$ cat config.mk
export PLATFORM = sky130hd
export DESIGN_NAME = module_bin2bcd_flat
export DESIGN_NICKNAME = d
export VERILOG_FILES = /design/src/rtl/bin2bcd_pkg.sv /design/src/rtl/bin2bcd_if.sv /design/src/rtl/bcd_digit_adj.sv /design/src/rtl/module_bin2bcd.sv /design/src/flat_wrapper.sv
export SDC_FILE = /design/constraint.sdc
export NUM_CORES = 1
export LEC_CHECK = 0
export ABC_AREA = 0
export CAP_MARGIN = 0
export CORE_ASPECT_RATIO = 0.75
export CORE_MARGIN = 5
export CORE_UTILIZATION = 25
export CTS_CLUSTER_DIAMETER = 200
export DETAILED_ROUTE_END_ITERATION = 7
export PLACE_DENSITY = 0.4
export SYNTH_ARGS = -nofsm -noshare
export SYNTH_HDL_FRONTEND = slang
export SYNTH_SLANG_ARGS = --single-unit
export TNS_END_PERCENT = 100
$ cat constraint.sdc
create_clock -name clk -period 1.3 [get_ports clk]
set_input_delay 0.195 -clock clk [delete_from_list [all_inputs] [get_ports clk]]
set_output_delay 0.195 -clock clk [all_outputs]
set_load 0.02 [all_outputs]
$ cat src/rtl/bin2bcd_pkg.sv
// Shared types and default constants for the binary-to-BCD converter.
package bin2bcd_pkg;

    localparam int unsigned DEF_WIDTH     = 14;
    localparam int unsigned DEF_DIGITS    = 4;
    localparam int unsigned DEF_MAX_VALUE = 9999;

    typedef enum logic [1:0] {
        IDLE,
        SHIFT,
        DONE
    } state_e;

    typedef logic [3:0] bcd_t;

endpackage

$ cat src/rtl/bin2bcd_if.sv
// Request/result bundle between a client and the bin2bcd converter.
interface bin2bcd_if
    import bin2bcd_pkg::*;
#(
    parameter int unsigned WIDTH = DEF_WIDTH
) ();

    logic             start;
    logic [WIDTH-1:0] bin_in;
    logic             busy;
    logic             done;
    logic             overflow;
    bcd_t             unidades_output;
    bcd_t             decenas_output;
    bcd_t             centenas_output;
    bcd_t             milesimas_output;

    modport master (
        output start, bin_in,
        input  busy, done, overflow,
        input  unidades_output, decenas_output, centenas_output, milesimas_output
    );

    modport slave (
        input  start, bin_in,
        output busy, done, overflow,
        output unidades_output, decenas_output, centenas_output, milesimas_output
    );

endinterface

$ cat src/rtl/bcd_digit_adj.sv
// Double-dabble digit correction: add 3 to a BCD digit that is 5 or more.
module bcd_digit_adj
    import bin2bcd_pkg::*;
(
    input  bcd_t i_digit,
    output bcd_t o_digit
);

    assign o_digit = (i_digit >= 4'd5) ? i_digit + 4'd3 : i_digit;

endmodule

$ cat src/rtl/module_bin2bcd.sv
// Iterative binary-to-BCD converter (one bit per clock) with saturation above MAX_VALUE.
module module_bin2bcd
    import bin2bcd_pkg::*;
#(
    parameter int unsigned WIDTH     = DEF_WIDTH,
    parameter int unsigned DIGITS    = DEF_DIGITS,
    parameter int unsigned MAX_VALUE = DEF_MAX_VALUE
) (
    input  logic     clk,
    input  logic     rst_n,
    bin2bcd_if.slave bus_if
);

    localparam int unsigned BCD_W = 4 * DIGITS;
    localparam int unsigned SR_W  = BCD_W + WIDTH;
    localparam int unsigned CNT_W = $clog2(WIDTH + 1);

    state_e           r_state, w_state_next;
    logic [SR_W-1:0]  r_sr, w_sr_next, w_sr_adj;
    logic [CNT_W-1:0] r_cnt, w_cnt_next;
    logic             r_pend, w_pend_next;
    logic             r_done, w_done_next;
    logic             r_ovf, w_ovf_next;
    bcd_t             r_dig [DIGITS];
    bcd_t             w_dig_next [DIGITS];

    // Binary field passes through untouched; each BCD nibble gets its own corrector.
    assign w_sr_adj[WIDTH-1:0] = r_sr[WIDTH-1:0];
    for (genvar g = 0; g < DIGITS; g++) begin : g_adj
        bcd_digit_adj u_adj (
            .i_digit(r_sr[WIDTH+4*g +: 4]),
            .o_digit(w_sr_adj[WIDTH+4*g +: 4])
        );
    end

    always_comb begin
        w_state_next = r_state;
        w_sr_next    = r_sr;
        w_cnt_next   = r_cnt;
        w_pend_next  = r_pend;
        w_done_next  = 1'b0;
        w_ovf_next   = r_ovf;
        w_dig_next   = r_dig;
        unique case (r_state)
            IDLE: begin
                if (bus_if.start) begin
                    w_sr_next    = {{BCD_W{1'b0}}, bus_if.bin_in};
                    w_pend_next  = 32'(bus_if.bin_in) > MAX_VALUE;
                    w_cnt_next   = '0;
                    w_state_next = SHIFT;
                end
            end
            SHIFT: begin
                w_sr_next  = {w_sr_adj[SR_W-2:0], 1'b0};
                w_cnt_next = r_cnt + CNT_W'(1);
                if (r_cnt == CNT_W'(WIDTH - 1)) begin
                    w_state_next = DONE;
                end
            end
            DONE: begin
                for (int i = 0; i < DIGITS; i++) begin
                    w_dig_next[i] = r_pend ? 4'd9 : r_sr[WIDTH+4*i +: 4];
                end
                w_ovf_next   = r_pend;
                w_done_next  = 1'b1;
                w_state_next = IDLE;
            end
            default: w_state_next = IDLE;
        endcase
    end

    always_ff @(posedge clk or negedge rst_n) begin
        if (!rst_n) begin
            r_state <= IDLE;
            r_sr    <= '0;
            r_cnt   <= '0;
            r_pend  <= 1'b0;
            r_done  <= 1'b0;
            r_ovf   <= 1'b0;
            for (int i = 0; i < DIGITS; i++) begin
                r_dig[i] <= 4'd0;
            end
        end else begin
            r_state <= w_state_next;
            r_sr    <= w_sr_next;
            r_cnt   <= w_cnt_next;
            r_pend  <= w_pend_next;
            r_done  <= w_done_next;
            r_ovf   <= w_ovf_next;
            r_dig   <= w_dig_next;
        end
    end

    assign bus_if.busy             = (r_state != IDLE);
    assign bus_if.done             = r_done;
    assign bus_if.overflow         = r_ovf;
    assign bus_if.unidades_output  = r_dig[0];
    assign bus_if.decenas_output   = r_dig[1];
    assign bus_if.centenas_output  = r_dig[2];
    assign bus_if.milesimas_output = r_dig[3];

endmodule

$ cat src/flat_wrapper.sv
// flat-port wrapper written by rule: the top's interface ports become plain ports
module module_bin2bcd_flat import bin2bcd_pkg::*;
#(
    parameter int unsigned WIDTH     = DEF_WIDTH,
    parameter int unsigned DIGITS    = DEF_DIGITS,
    parameter int unsigned MAX_VALUE = DEF_MAX_VALUE
)
  (clk, rst_n, bus_if_start, bus_if_bin_in, bus_if_busy, bus_if_done, bus_if_overflow, bus_if_unidades_output, bus_if_decenas_output, bus_if_centenas_output, bus_if_milesimas_output);
  bin2bcd_if #(.WIDTH(WIDTH)) bus_if_i ();
  input  logic clk;
  input  logic rst_n;
  input wire logic [$bits(bus_if_i.start)-1:0] bus_if_start;
  input wire logic [$bits(bus_if_i.bin_in)-1:0] bus_if_bin_in;
  output wire logic [$bits(bus_if_i.busy)-1:0] bus_if_busy;
  output wire logic [$bits(bus_if_i.done)-1:0] bus_if_done;
  output wire logic [$bits(bus_if_i.overflow)-1:0] bus_if_overflow;
  output wire logic [$bits(bus_if_i.unidades_output)-1:0] bus_if_unidades_output;
  output wire logic [$bits(bus_if_i.decenas_output)-1:0] bus_if_decenas_output;
  output wire logic [$bits(bus_if_i.centenas_output)-1:0] bus_if_centenas_output;
  output wire logic [$bits(bus_if_i.milesimas_output)-1:0] bus_if_milesimas_output;
  assign bus_if_i.start = bus_if_start;
  assign bus_if_i.bin_in = bus_if_bin_in;
  assign bus_if_busy = bus_if_i.busy;
  assign bus_if_done = bus_if_i.done;
  assign bus_if_overflow = bus_if_i.overflow;
  assign bus_if_unidades_output = bus_if_i.unidades_output;
  assign bus_if_decenas_output = bus_if_i.decenas_output;
  assign bus_if_centenas_output = bus_if_i.centenas_output;
  assign bus_if_milesimas_output = bus_if_i.milesimas_output;
  module_bin2bcd #(.WIDTH(WIDTH), .DIGITS(DIGITS), .MAX_VALUE(MAX_VALUE)) u_core (.clk(clk), .rst_n(rst_n), .bus_if(bus_if_i));
endmodule
After elaboration in Yosys (flattened, before gate mapping)
Cells that the tools add are included.
{"block": "totals", "latchBits": 0, "output_inout_bits": 19, "wordCells": 47, "n_memories": 0, "inputBits": 17, "ff_bits": 55, "mem_bits_ro": 0, "mem_bits_rw": 0}
{"block": "classes", "n_div": 0, "reduce_logical": 6, "eq_ne": 5, "n_mul": 0, "n_addsub": 5, "mux": 16, "bitwise_logic": 0, "magnitude_cmp": 5, "shifts": 0}
{"op": "$pmux W30 S2", "n": 1}
{"op": "$mux W4", "n": 8}
{"op": "$mux W30", "n": 1}
{"op": "$ge A4 B3 Y1 const B", "n": 4}
{"op": "$gt A14 B14 Y1 const B", "n": 1}
{"op": "$add A4 B2 Y4 const B", "n": 3}
{"op": "$pmux W4 S2", "n": 1}
{"op": "$reduce_and A2 Y1", "n": 3}
{"op": "$add A4 B1 Y4 const B", "n": 1}
{"op": "$eq A4 B4 Y1 const B", "n": 1}
{"op": "$mux W2", "n": 2}
{"op": "$pmux W2 S2", "n": 1}
{"op": "$reduce_bool A2 Y1", "n": 2}
{"op": "$add A3 B2 Y3 const B", "n": 1}
{"op": "$mux W3", "n": 1}
{"op": "$eq A2 B1 Y1 const B", "n": 1}
{"op": "$eq A2 B2 Y1 const B", "n": 1}
{"op": "$logic_not A2 Y1", "n": 1}
{"op": "$ne A2 B1 Y1 const B", "n": 1}
{"op": "$ne A2 B2 Y1 const B", "n": 1}
{"op": "$mux W1", "n": 1}

Longest topological paths before layout
Gate-level depths: netlist (run 1).
{"block": "logic_depth", "word_depth": 3, "mapped_depth": 6}

Modules after synthesis
Synthesis (run 1) repeated with hierarchy kept, for this count alone.
{"block": "unflattened", "hier_cells": 304, "area_unflattened_um2": 2775.2}
{"mod": "module_bin2bcd", "instances": 1, "area_per_inst_um2": 2369.8, "cells_each": 240, "seq_area_each_um2": 1376.3}
{"mod": "bcd_digit_adj", "instances": 4, "area_per_inst_um2": 101.3, "cells_each": 16, "seq_area_each_um2": 0.0}

Worst setup path after synthesis (run 1)
No wires, ideal clock.
{"block": "synth_path", "path_type": "flip-flop to flip-flop", "from": "reg u_core.r_state[0]", "to": "reg u_core.r_sr[10]", "path_slack_ps": -27, "n_path_buf": 3, "arrival_ps": 1195, "stages_incl_launch_ff": 7, "cell_sequence": "dfrtp_1 buf_6 nor3b_2 buf_6 buf_12 mux2i_1 o21ai_1"}
{"block": "synth_between", "elab_chain_cells": 3, "elab_cells_between_ends": 6}
{"item": "from (decl)", "line": "module_bin2bcd.sv:18", "rtl": "state_e r_state, w_state_next;"}
{"item": "from (signal assigned)", "line": "module_bin2bcd.sv:84", "rtl": "r_state <= w_state_next;"}
{"item": "$eq A2 B1 Y1 or $logic_not A2 Y1 (tied branches)", "line": "module_bin2bcd.sv:44", "rtl": "unique case (r_state)"}
{"item": "$reduce_bool A2 Y1 (no line) or $ne A2 B2 Y1 (tied branches)"}
{"item": "$reduce_and A2 Y1 (no line)"}
{"item": "to (signal assigned)", "line": "module_bin2bcd.sv:85", "rtl": "r_sr <= w_sr_next;"}
{"item": "to (decl)", "line": "module_bin2bcd.sv:19", "rtl": "logic [SR_W-1:0] r_sr, w_sr_next, w_sr_adj;"}
Parallel ways exist; a longest one is shown, timed or not.
A chain may end at the register's enable or synchronous reset.

Final worst setup path (run 1)
{"block": "layout_path", "from": "reg u_core.r_state[0]", "to": "out bus_if_busy"}
{"block": "layout_between", "elab_chain_cells": 1}
{"item": "$reduce_bool A2 Y1", "line": "module_bin2bcd.sv:94", "rtl": "assign bus_if.busy = (r_state != IDLE);"}
{"item": "to (decl)", "line": "flat_wrapper.sv:14", "rtl": "output wire logic [$bits(bus_if_i.busy)-1:0] bus_if_busy;"}
Every way passes these cells.

==> results of run 1 <==
[placed cells by master, fill, tap and decap left out, drive strengths merged, types with 2 or more instances in the layout]
cell / count
dfrtp: 55
xor2: 2
nand3b: 2
xnor2: 3
mux2i: 12
o32ai: 3
a32o: 4
nand3: 2
nand2: 42
o2111ai: 8
inv: 19
o31ai: 13
nor2b: 5
ha: 10
clkinvlp: 2
o21ai: 26
clkbuf: 6
nor2: 12
o21a: 4
o22ai: 2
buf: 62
nand2b: 7
dlygate4sd2: 18
o211ai: 4
clkdlybuf4s50: 15
o221ai: 4
[report_power, final]
part	switching (mW)	internal [mW]	leakage (nW)	total, mW
sequential	0.436	2.31	0.730	2.74
clock	0.664	0.713	0.0658	1.38
combinational	2.07	2.14	1.03	4.21
[per-layer routing]
layer	vias up	wire length, um	global-route usage (%)
met5	-	0	0
met4	0	131	3.99
met3	11	208	2.55
met2	32	2980	16.5
met1	1040	3650	16.5
li1	1110	-	-
[registers in the layout, indices dropped and copies added (netlist names)]
register                        cells
u_core.bus_if.decenas_output        4
u_core.bus_if.done                  1
u_core.bus_if.overflow              1
u_core.bus_if.milesimas_output      4
u_core.r_sr                        30
u_core.bus_if.unidades_output       4
u_core.r_pend                       1
u_core.r_cnt                        4
u_core.r_state                      2
u_core.bus_if.centenas_output       4
[stage by stage]
| step | setup TNS, ns | power [mW] | cells | hold slack (ns) |
|---|---|---|---|---|
| 3_3_place_gp | -5.94 | 6.33 | 463 | 0.229 |
| 4_1_cts | -1.09 | 8.10 | 485 | 0.446 |
| 3_5_place_dp | -6.85 | 6.35 | 463 | 0.227 |
| 5_1_grt | -3.49 | 9.04 | 490 | 0.470 |
| 2_1_floorplan | -0.0247 | 4.80 | 265 | -0.101 |
| 6_report | -1.06 | 8.33 | 490 | 0.418 |
[cell families (layout without fill, tap and decap cells)]
kind of cell               after synthesis  after routing  share of synthesized area, %
buffers and inverters                   35            124                          6.71
and+or+nand+nor                         74             74                          12.4
DFF                                     55             55                          50.9
AOI/OAI and AO/OA                       74             74                          19.3
adders and majority gates               10             10                          4.63
muxes                                   12             12                          4.44
xor gates and xnor gates                 5              5                          1.62
[synth_stat cells (all sizes together) (2+ instances only)]
| cell | n | area share (%) |
|---|---|---|
| nor2b | 5 | 1.2 |
| o31ai | 13 | 3.6 |
| nand2b | 7 | 1.6 |
| clkbuf | 4 | 0.56 |
| o211ai | 4 | 1.1 |
| o2111ai | 8 | 2.6 |
| mux2i | 12 | 4.4 |
| nand3 | 2 | 0.37 |
| nand3b | 2 | 0.56 |
| o22ai | 2 | 0.46 |
| o21a | 4 | 1.1 |
| xor2 | 2 | 0.65 |
| o32ai | 3 | 0.97 |
| inv | 19 | 2.6 |
| a32o | 4 | 1.5 |
| o221ai | 4 | 1.3 |
| buf | 12 | 3.5 |
| nor2 | 12 | 1.7 |
| xnor2 | 3 | 0.97 |
| o21ai | 26 | 4.8 |
| nand2 | 42 | 5.8 |
| dfrtp | 55 | 51 |
| ha | 10 | 4.6 |
[worst max path at each step]
stage | startpoint | endpoint | slack (ns) | depth (start not counted)
after detailed placement | bus_if_bin_in[7] | u_core.r_pend$_DFFE_PN0P_ | -0.33 | 4
after global routing | u_core.r_state[1]$_DFFE_PN0P_ | u_core.r_sr[6]$_DFFE_PN0P_ | -0.19 | 6
after floorplan | u_core.r_state[0]$_DFFE_PN0P_ | u_core.r_sr[10]$_DFFE_PN0P_ | -0.008 | 6
final | u_core.r_state[0]$_DFFE_PN0P_ | bus_if_busy | -0.09 | 2
after global placement | bus_if_bin_in[7] | u_core.r_pend$_DFFE_PN0P_ | -0.27 | 4
after CTS | u_core.r_state[0]$_DFFE_PN0P_ | bus_if_busy | -0.10 | 2
[area by class of cell]
class,count,area (um^2),share of cell area [%]
Inverter,19,71.3,1.78
Sequential cell,55,1380,34.3
Tap cell,136,170,4.24
Clock inverter,3,20.0,0.499
Multi-Input combinational cell,175,1340,33.3
Timing Repair Buffer,97,911,22.7
Clock buffer,5,125,3.12
[worst max-delay path, stage by stage, from the launching register on]
cell and delay (ns):
dfrtp_1 0.40, or2_2 0.33, buf_2 0.17
[timing repair]
action / in CTS / in global routing
setup buffers: 12 / 5
endpoints found under the setup margin: 50 / 37
cloned: 1 / 1
resized for setup: 64 / 22
hold endpoints to repair: 55 / 0
hold buffers: 1 / 0
pin swaps: 7 / 10
==> results.sh, run 1 <==
export IMPL_status="finished, violations left"
export IMPL_violations="negative setup slack"
export IMPL_grt_overflow_total=0
export IMPL_worst_slack_ns=-0.0936
export IMPL_finalCriticalPeriod_ns=1.39
export IMPL_finalWirelength_mm=6.97
export IMPL_ios=36
export IMPL_synth_area_per_cell_um2=10.2
export IMPL_r2r_setup_slack_ns=-0.08
export IMPL_cts_reportedPaths_clkPinSlew_ns=0.07
export IMPL_cellLeakagePower_nw=1.82
export IMPL_finalSetupViolations=22
export IMPL_post_dp_hpwl_mm=4.67
export IMPL_synth_edf_count=0
export IMPL_vias=2193
export IMPL_gp_congestion=0.754
export IMPL_drt_iter0_markers=151
export IMPL_finClkSkew_ns=0.00586
export IMPL_design_area_mm2=0.00401
export IMPL_period_share_pct=107
export IMPL_dp_slack_ns=-0.330
export IMPL_clock_sinks=55
export IMPL_final_hold_viol_count=0
export IMPL_slew_headroom_pct=78.1
export IMPL_utilization_pct=38.5
export IMPL_wire_per_inst_um=14.2
export IMPL_htreeDepth=2
export IMPL_coreArea_mm2=0.0104
export IMPL_grt_pass1_wl_mm=11.7
export IMPL_slew_viol_final=0
export IMPL_fillers=1060
export IMPL_die_w_um=130
export IMPL_yosys_warnings=0
export IMPL_p_per_area_mw_per_mm2=2080
export IMPL_synth_nets=292
export IMPL_ys_seq_area_share_pct=50.9
export IMPL_drtAntennaViolNets=0
export IMPL_antenna_found_initial=0
export IMPL_ys_ff_latch=55
export IMPL_r2r_cells=6
export IMPL_areaGrowthSynthToFinish_pct=48.3
export IMPL_grt_usage_pct=11.3
export IMPL_start_kind="flip-flop"
export IMPL_cap_violations=0
export IMPL_critical_path_required_ns=1.11
export IMPL_synth_ff_type="dfrtp_1"
export IMPL_rows=32
export IMPL_root_buffer="clkbuf_16"
export IMPL_tightestPinTransition_ns=0.329
export IMPL_cts_buffers=5
export IMPL_ir_worst_vdd_mv=0.730
export IMPL_clockBufferDepth=2
export IMPL_fmax_ghz=0.718
export IMPL_fin_nets=380
export IMPL_grt_max_degree=56
export IMPL_first_pass_iters=4
export IMPL_async_reset_ff_share_pct=100
export IMPL_die_area_mm2=0.0130
export IMPL_crit_fanout=3
export IMPL_port_buffer_count=35
export IMPL_crit_type="flip-flop to output port"
export IMPL_worstReg2RegStart="u_core.r_state[0]$_DFFE_PN0P_"
export IMPL_rsz0062_at_grt="true"
export IMPL_clk_latency_ns=0.30
export IMPL_antenna_cells=0
export IMPL_initial_core_util_pct=26.0
export IMPL_cts_tree="done"
export IMPL_synth_cell_types=37
export IMPL_drc_errors=0
export IMPL_hold_path_class="input port to asynchronous set/reset pin"
export IMPL_syn_cell_area_mm2=0.00270
export IMPL_worstSetupEndpointType="output port"
export IMPL_synth_cells=265
export IMPL_cp_arrival_ns=1.20
export IMPL_die_y_um=100
export IMPL_vias_per_cell=4.48
export IMPL_drive_gt1_share_pct=30.5
export IMPL_placed_area_mm2=0.00350
export IMPL_grt_pass1_vias=2264
export IMPL_r2r_end="u_core.r_sr[6]$_DFFE_PN0P_"
No activity file was read; power rests on OpenSTA's default activity.
==> run 2, diff against run 1 <==
--- a/config.mk
+++ b/config.mk
@@ -7,12 +7,16 @@
 export LEC_CHECK = 0
 export ABC_AREA = 0
 export CAP_MARGIN = 0
+export CELL_PAD_IN_SITES_DETAIL_PLACEMENT = 2
+export CELL_PAD_IN_SITES_GLOBAL_PLACEMENT = 2
 export CORE_ASPECT_RATIO = 0.75
 export CORE_MARGIN = 5
 export CORE_UTILIZATION = 25
 export CTS_CLUSTER_DIAMETER = 200
+export CTS_CLUSTER_SIZE = 25
 export DETAILED_ROUTE_END_ITERATION = 7
-export PLACE_DENSITY = 0.4
+export PLACE_DENSITY = 0.58
+export SLEW_MARGIN = 20
 export SYNTH_ARGS = -nofsm -noshare
 export SYNTH_HDL_FRONTEND = slang
 export SYNTH_SLANG_ARGS = --single-unit
==> run 2 against run 1 <==
Net effect:
- the flow still finishes with violations (negative setup slack)
- sequential share of layout area decreased by 1.8 points
- register-to-register slack worse by 0.07 ns
- hold slack lost 0.096 ns
- via count rose by 7.1%
- critical path depth is 4 higher
- non-clock buffer count is 2 higher
- sequential power rose by 2%
- clock power up 17%
- clock-buffer cell count is 1 higher
- combinational power increased by 20%
- critical endpoint is now u_core.r_sr[16]$_DFFE_PN0P_
- largest cell class is now multi-input gates
- highest routed layer unchanged
==> results.sh, run 2 (synthesis results as in run 1) <==
export IMPL_final_cell_count_no_fill=492
export IMPL_clockBufferDepth=2
export IMPL_cap_violations=0
export IMPL_dp_cells=463
export IMPL_wire_per_inst_um=17.7
export IMPL_grt_pass1_vias=2604
export IMPL_cts_buffers=5
export IMPL_min_to="u_core.r_sr[6]$_DFFE_PN0P_"
export IMPL_vias_per_cell=4.77
export IMPL_hold_path_class="input port to flip-flop"
export IMPL_finalCriticalPeriod_ns=1.45
export IMPL_port_buffer_count=35
export IMPL_period_share_pct=111
export IMPL_initial_core_util_pct=26.0
export IMPL_power_frac_seq_pct=29.5
export IMPL_crit_path_cell_trace="buf_4 > nor2b_4 > buf_6 > buf_16 > nand2b_1 > o211ai_1"
export IMPL_status="finished, violations left"
export IMPL_crit_slowest_cell="dfrtp_1"
export IMPL_start_kind="flip-flop"
export IMPL_final_hold_viol_count=0
export IMPL_sw_frac_of_total_pct=38.5
export IMPL_rsz0062_at_grt="true"
export IMPL_min_from="bus_if_bin_in[6]"
export IMPL_root_buffer="clkbuf_16"
export IMPL_finalWirelength_mm=8.73
export IMPL_slew_headroom_pct=78.0
export IMPL_grt_pass1_wl_mm=13.7
export IMPL_power_switching_mw=3.64
export IMPL_drive_gt1_share_pct=34.6
export IMPL_die_area_mm2=0.0130
export IMPL_worstSetupEndpointType="flip-flop"
export IMPL_ios=36
export IMPL_first_pass_iters=4
export IMPL_gp_congestion=0.767
export IMPL_min_delay_path_depth=4
export IMPL_die_w_um=130
export IMPL_placed_area_mm2=0.00350
export IMPL_path_buf_inv=3
export IMPL_die_y_um=100
export IMPL_grt_overflow_total=0
export IMPL_slowest_delay_ns=0.41
export IMPL_utilization_pct=40.6
export IMPL_top_register="u_core.r_sr"
export IMPL_post_dp_hpwl_mm=5.40
export IMPL_clk_latency_ns=0.30
export IMPL_design_area_mm2=0.00423
export IMPL_ir_worst_vdd_mv=0.624
export IMPL_htreeDepth=2
export IMPL_largest_reg_flops=30
export IMPL_critical_path_required_ns=1.50
export IMPL_rows=32
export IMPL_r2r_cells=6
export IMPL_fillers=1082
export IMPL_worst_slack_ns=-0.148
export IMPL_r2r_setup_slack_ns=-0.15
export IMPL_worstReg2RegStart="u_core.r_state[1]$_DFFE_PN0P_"
export IMPL_antenna_cells=0
export IMPL_final_cell_mix="dfrtp_1, nand2_1, buf_4"
export IMPL_finalSetupViolations=29
export IMPL_finClkSkew_ns=0.00680
export IMPL_drtAntennaViolNets=0
export IMPL_clkPwrFrac_pct=17.1
export IMPL_comb_power_share_pct=53.4
export IMPL_vias=2348
export IMPL_cts_reportedPaths_clkPinSlew_ns=0.07
export IMPL_cellLeakagePower_nw=1.92
export IMPL_antenna_found_initial=0
export IMPL_crit_type="flip-flop to flip-flop"
export IMPL_drc_errors=0
export IMPL_grt_max_degree=56
export IMPL_power_mw=9.45
export IMPL_violations="negative setup slack"
export IMPL_coreArea_mm2=0.0104
export IMPL_critical_path_top_delay_family="buffers and inverters"
export IMPL_cts_tree="done"
export IMPL_slew_viol_final=0
export IMPL_drt_iter0_markers=129
export IMPL_intPower_mw=5.81
export IMPL_crit_fanout=6
export IMPL_areaGrowthSynthToFinish_pct=56.6
export IMPL_tightestPinTransition_ns=0.331
export IMPL_final_common_cell="dfrtp_1"
export IMPL_fmax_ghz=0.690
export IMPL_fin_nets=382
export IMPL_p_per_area_mw_per_mm2=2230
export IMPL_r2r_end="u_core.r_sr[16]$_DFFE_PN0P_"
export IMPL_clock_sinks=55
export IMPL_cp_arrival_ns=1.65
export IMPL_grt_usage_pct=13.4
==> run 2: cell types whose count changed in the layout (fill, tap and decap cells not counted), sizes merged <==
cell	before	now
buf	62	65
dlymetal6s2s	0	2
clkdlybuf4s50	15	13
clkinvlp	2	0
bufinv	0	1
==> run 2: power groups by stage <==
stage | Combinational [mW] | Sequential, mW | Clock [mW]
3_5_place_dp | 3.73 | 2.78 | 0
6_report | 5.05 | 2.79 | 1.61
4_1_cts | 4.54 | 2.75 | 1.67
3_3_place_gp | 3.61 | 2.75 | 0
2_1_floorplan | 1.93 | 2.87 | 0
5_1_grt | 5.47 | 2.88 | 1.73
==> run 2: worst max path at each step <==
stage / from / endpoint / slack [ns] / cells past startpoint
after floorplan: u_core.r_state[0]$_DFFE_PN0P_ / u_core.r_sr[10]$_DFFE_PN0P_ / -0.008 / 6
after global placement: bus_if_bin_in[7] / u_core.r_pend$_DFFE_PN0P_ / -0.29 / 4
after detailed placement: bus_if_bin_in[7] / u_core.r_pend$_DFFE_PN0P_ / -0.36 / 4
after CTS: u_core.r_state[1]$_DFFE_PN0P_ / u_core.r_sr[16]$_DFFE_PN0P_ / -0.09 / 6
after global routing: u_core.r_state[1]$_DFFE_PN0P_ / u_core.r_sr[16]$_DFFE_PN0P_ / -0.20 / 6
final: u_core.r_state[1]$_DFFE_PN0P_ / u_core.r_sr[16]$_DFFE_PN0P_ / -0.15 / 6
==> run 2: area by class of cell <==
| cell class | count | area [um^2] | area share, % |
|---|---|---|---|
| well taps | 136 | 170 | 4.02 |
| clock buffers | 6 | 139 | 3.28 |
| inverters | 19 | 71.3 | 1.69 |
| clock inverters | 2 | 35.0 | 0.828 |
| multi-input cells | 175 | 1450 | 34.2 |
| repair buffers | 99 | 992 | 23.4 |
| flip-flops and latches | 55 | 1380 | 32.6 |
==> run 2: per-stage QoR <==
stage | TNS (ns) | hold WS, ns | setup slack [ns]
3_5_place_dp | -6.42 | 0.227 | -0.356
4_1_cts | -1.52 | 0.449 | -0.0865
2_1_floorplan | -0.0247 | -0.101 | -0.00824
5_1_grt | -4.34 | 0.371 | -0.197
6_report | -1.75 | 0.322 | -0.148
3_3_place_gp | -5.25 | 0.224 | -0.286
==> run 2: timing repair <==
| action | in CTS | in global routing |
|---|---|---|
| endpoints found under the hold margin | 55 | 0 |
| pin swaps | 9 | 13 |
| cloned | 3 | 0 |
| gates resized for setup | 80 | 39 |
| setup endpoints to repair | 50 | 53 |
| hold buffers | 1 | 0 |
| buffers inserted | 13 | 4 |
==> run 2: worst register-to-register path: cells and delay by family, from the launching register on <==
family | cells | cell delay (ns)
compound gates | 1 | 0.21
buf+inv | 3 | 0.43
flops | 1 | 0.41
simple gates | 2 | 0.30
==> run 2: per-layer routing <==
layer	wire length, um	GRT usage (%)	vias to the layer above
li1	-	-	1116
met1	4050	17.7	1192
met2	4350	22.5	35
met3	263	2.66	5
met4	63	2.96	0
met5	0	0	-
==> run 3, diff against run 2 <==
--- a/config.mk
+++ b/config.mk
@@ -15,9 +15,10 @@
 export CTS_CLUSTER_DIAMETER = 200
 export CTS_CLUSTER_SIZE = 25
 export DETAILED_ROUTE_END_ITERATION = 7
-export PLACE_DENSITY = 0.58
+export PLACE_DENSITY = 0.6
 export SLEW_MARGIN = 20
 export SYNTH_ARGS = -nofsm -noshare
 export SYNTH_HDL_FRONTEND = slang
+export SYNTH_HIERARCHICAL = 1
 export SYNTH_SLANG_ARGS = --single-unit
 export TNS_END_PERCENT = 100
==> run 3 against run 2 <==
Net effect:
- the run still ends with negative setup slack left
- final cell count grew 6.7%
- final area grew 5.0%
- flip-flop and latch count is the same
- die area grew 1.8%
- routed wire length grew 12%
- global-route usage grew 0.46 points
- clock power shrank 8%
- combinational power grew 22%
- critical endpoint is now u_core/r_pend$_DFFE_PN0P_
- highest routed layer unchanged
==> results.sh, run 3 <==
export IMPL_status="finished, violations left"
export IMPL_violations="negative setup slack"
export IMPL_ios=36
export IMPL_drc_errors=0
export IMPL_syn_cell_area_mm2=0.00276
export IMPL_initial_core_util_pct=25.4
export IMPL_finalWirelength_mm=9.76
export IMPL_antenna_found_initial=0
export IMPL_slowest_delay_ns=0.54
export IMPL_rsz0062_at_grt="true"
export IMPL_worst_slack_ns=-0.185
export IMPL_vias=2459
export IMPL_dp_cells=496
export IMPL_clock_sinks=55
export IMPL_comb_power_share_pct=56.5
export IMPL_grt_pass1_wl_mm=14.8
export IMPL_finalSetupViolations=51
export IMPL_start_kind="flip-flop"
export IMPL_die_area_mm2=0.0132
export IMPL_crit_type="flip-flop to flip-flop"
export IMPL_intPower_mw=6.33
export IMPL_crit_slowest_cell="or3b_4"
export IMPL_root_buffer="clkbuf_16"
export IMPL_slew_headroom_pct=78.0
export IMPL_drt_iter0_markers=101
export IMPL_largest_reg_flops=30
export IMPL_grt_usage_pct=13.8
export IMPL_sw_frac_of_total_pct=42.1
export IMPL_final_common_cell="nand2_1"
export IMPL_gp_congestion=0.694
export IMPL_clk_latency_ns=0.30
export IMPL_critical_path_required_ns=1.49
export IMPL_cts_tree="done"
export IMPL_tightestPinTransition_ns=0.326
export IMPL_synth_area_per_cell_um2=9.18
export IMPL_cp_arrival_ns=1.67
export IMPL_top_register="u_core/r_sr"
export IMPL_htreeDepth=2
export IMPL_port_buffer_count=35
export IMPL_synth_nets=327
export IMPL_placed_area_mm2=0.00352
export IMPL_wire_per_inst_um=18.6
export IMPL_finalCriticalPeriod_ns=1.48
export IMPL_power_switching_mw=4.60
export IMPL_clockBufferDepth=2
export IMPL_cellLeakagePower_nw=2.05
export IMPL_ir_worst_vdd_mv=0.939
export IMPL_coreArea_mm2=0.0109
export IMPL_grt_pass1_vias=2737
export IMPL_die_w_um=131
export IMPL_fmax_ghz=0.674
export IMPL_cts_reportedPaths_clkPinSlew_ns=0.08
export IMPL_final_hold_viol_count=0
export IMPL_vias_per_cell=4.68
export IMPL_final_cell_mix="nand2_1, dfrtp_1, buf_4"
export IMPL_first_pass_iters=4
export IMPL_cts_buffers=5
export IMPL_design_area_mm2=0.00444
export IMPL_cap_violations=0
export IMPL_yosys_warnings=6
export IMPL_clkPwrFrac_pct=13.6
export IMPL_final_cell_count_no_fill=525
export IMPL_hold_path_class="input port to asynchronous set/reset pin"
export IMPL_fin_nets=411
export IMPL_rows=33
export IMPL_slew_viol_final=0
export IMPL_crit_fanout=7
export IMPL_grt_max_degree=56
export IMPL_drtAntennaViolNets=0
export IMPL_grt_overflow_total=0
export IMPL_antenna_cells=0
export IMPL_areaGrowthSynthToFinish_pct=61.2
export IMPL_power_frac_seq_pct=29.9
export IMPL_period_share_pct=114
export IMPL_finClkSkew_ns=0.0113
export IMPL_tns_ns=-3.80
export IMPL_die_y_um=101
export IMPL_worstSetupEndpointType="flip-flop"
export IMPL_p_per_area_mw_per_mm2=2460
export IMPL_drive_gt1_share_pct=39.7
export IMPL_crit_path_cell_trace="or3b_4 > buf_6 > mux2i_1 > a21oi_1"
export IMPL_synth_cells=300
export IMPL_dp_slack_ns=-0.350
export IMPL_post_dp_hpwl_mm=5.52
## run 3: worst max-delay path: cells and delay by family, from the launching register on
kind,cells,cell delay (ns)
simple gates,1,0.54
flops,1,0.42
mux,1,0.18
buf+inv,1,0.17
compound gates,1,0.07
## run 3: final cells by class
type,count,area (um^2)
clock buffers,6,139
repair buffers,95,1060
well taps,140,175
flip-flops and latches,55,1380
inverters,10,37.5
clock inverters,2,13.8
multi-input cells,217,1640
fillers,1133,6420
## run 3: per-layer routing
layer  track usage (%)  part of all wire (%)  wire length (um)
met1              18.1                    45              4420
met5                 0                     0                 0
met2              23.7                    51              4990
met3              3.24                   2.6               252
met4              2.32                   1.0               102
## run 3: timing repair
item	CTS	global route
resized for setup	87	56
setup endpoints to repair	53	54
hold buffers	1	0
pin swaps	20	42
buffers inserted	6	5
gates cloned	6	5
hold endpoints to repair	55	0
## run 3: final timing paths
path,startpoint,to,slack (ns),cells past startpoint
hold reg to reg,u_core/bus_if.unidades_output[3]$_DFFE_PN0P_,u_core/bus_if.unidades_output[3]$_DFFE_PN0P_,0.48,2
setup reg to reg,u_core/r_state[1]$_DFFE_PN0P_,u_core/r_pend$_DFFE_PN0P_,-0.18,4
hold / removal,rst_n,u_core/r_cnt[1]$_DFFE_PN0P_,0.42,3
min in group clk,bus_if_bin_in[0],u_core/r_sr[0]$_DFFE_PN0P_,0.43,3
setup / recovery,u_core/r_state[1]$_DFFE_PN0P_,u_core/r_pend$_DFFE_PN0P_,-0.18,4
max in group asynchronous,rst_n,u_core/r_sr[22]$_DFFE_PN0P_,0.58,3
## run 3: metrics by stage
step / power [mW] / hold WS [ns] / utilization, %
after floorplan: 5.75 / -0.101 / -
after global placement: 7.54 / 0.233 / 32.4
after detailed placement: 7.75 / 0.233 / 32.4
after CTS: 10.2 / 0.427 / 37.8
after global routing: 11.8 / 0.456 / 40.9
final: 10.9 / 0.416 / 40.9
## run 3: power by group through the flow
stage / sequential (mW) / clock, mW / combinational, mW
2_1_floorplan: 3.26 / 0 / 2.48
3_3_place_gp: 3.09 / 0 / 4.45
3_5_place_dp: 3.14 / 0 / 4.61
4_1_cts: 3.17 / 1.51 / 5.49
5_1_grt: 3.39 / 1.60 / 6.82
6_report: 3.27 / 1.48 / 6.18
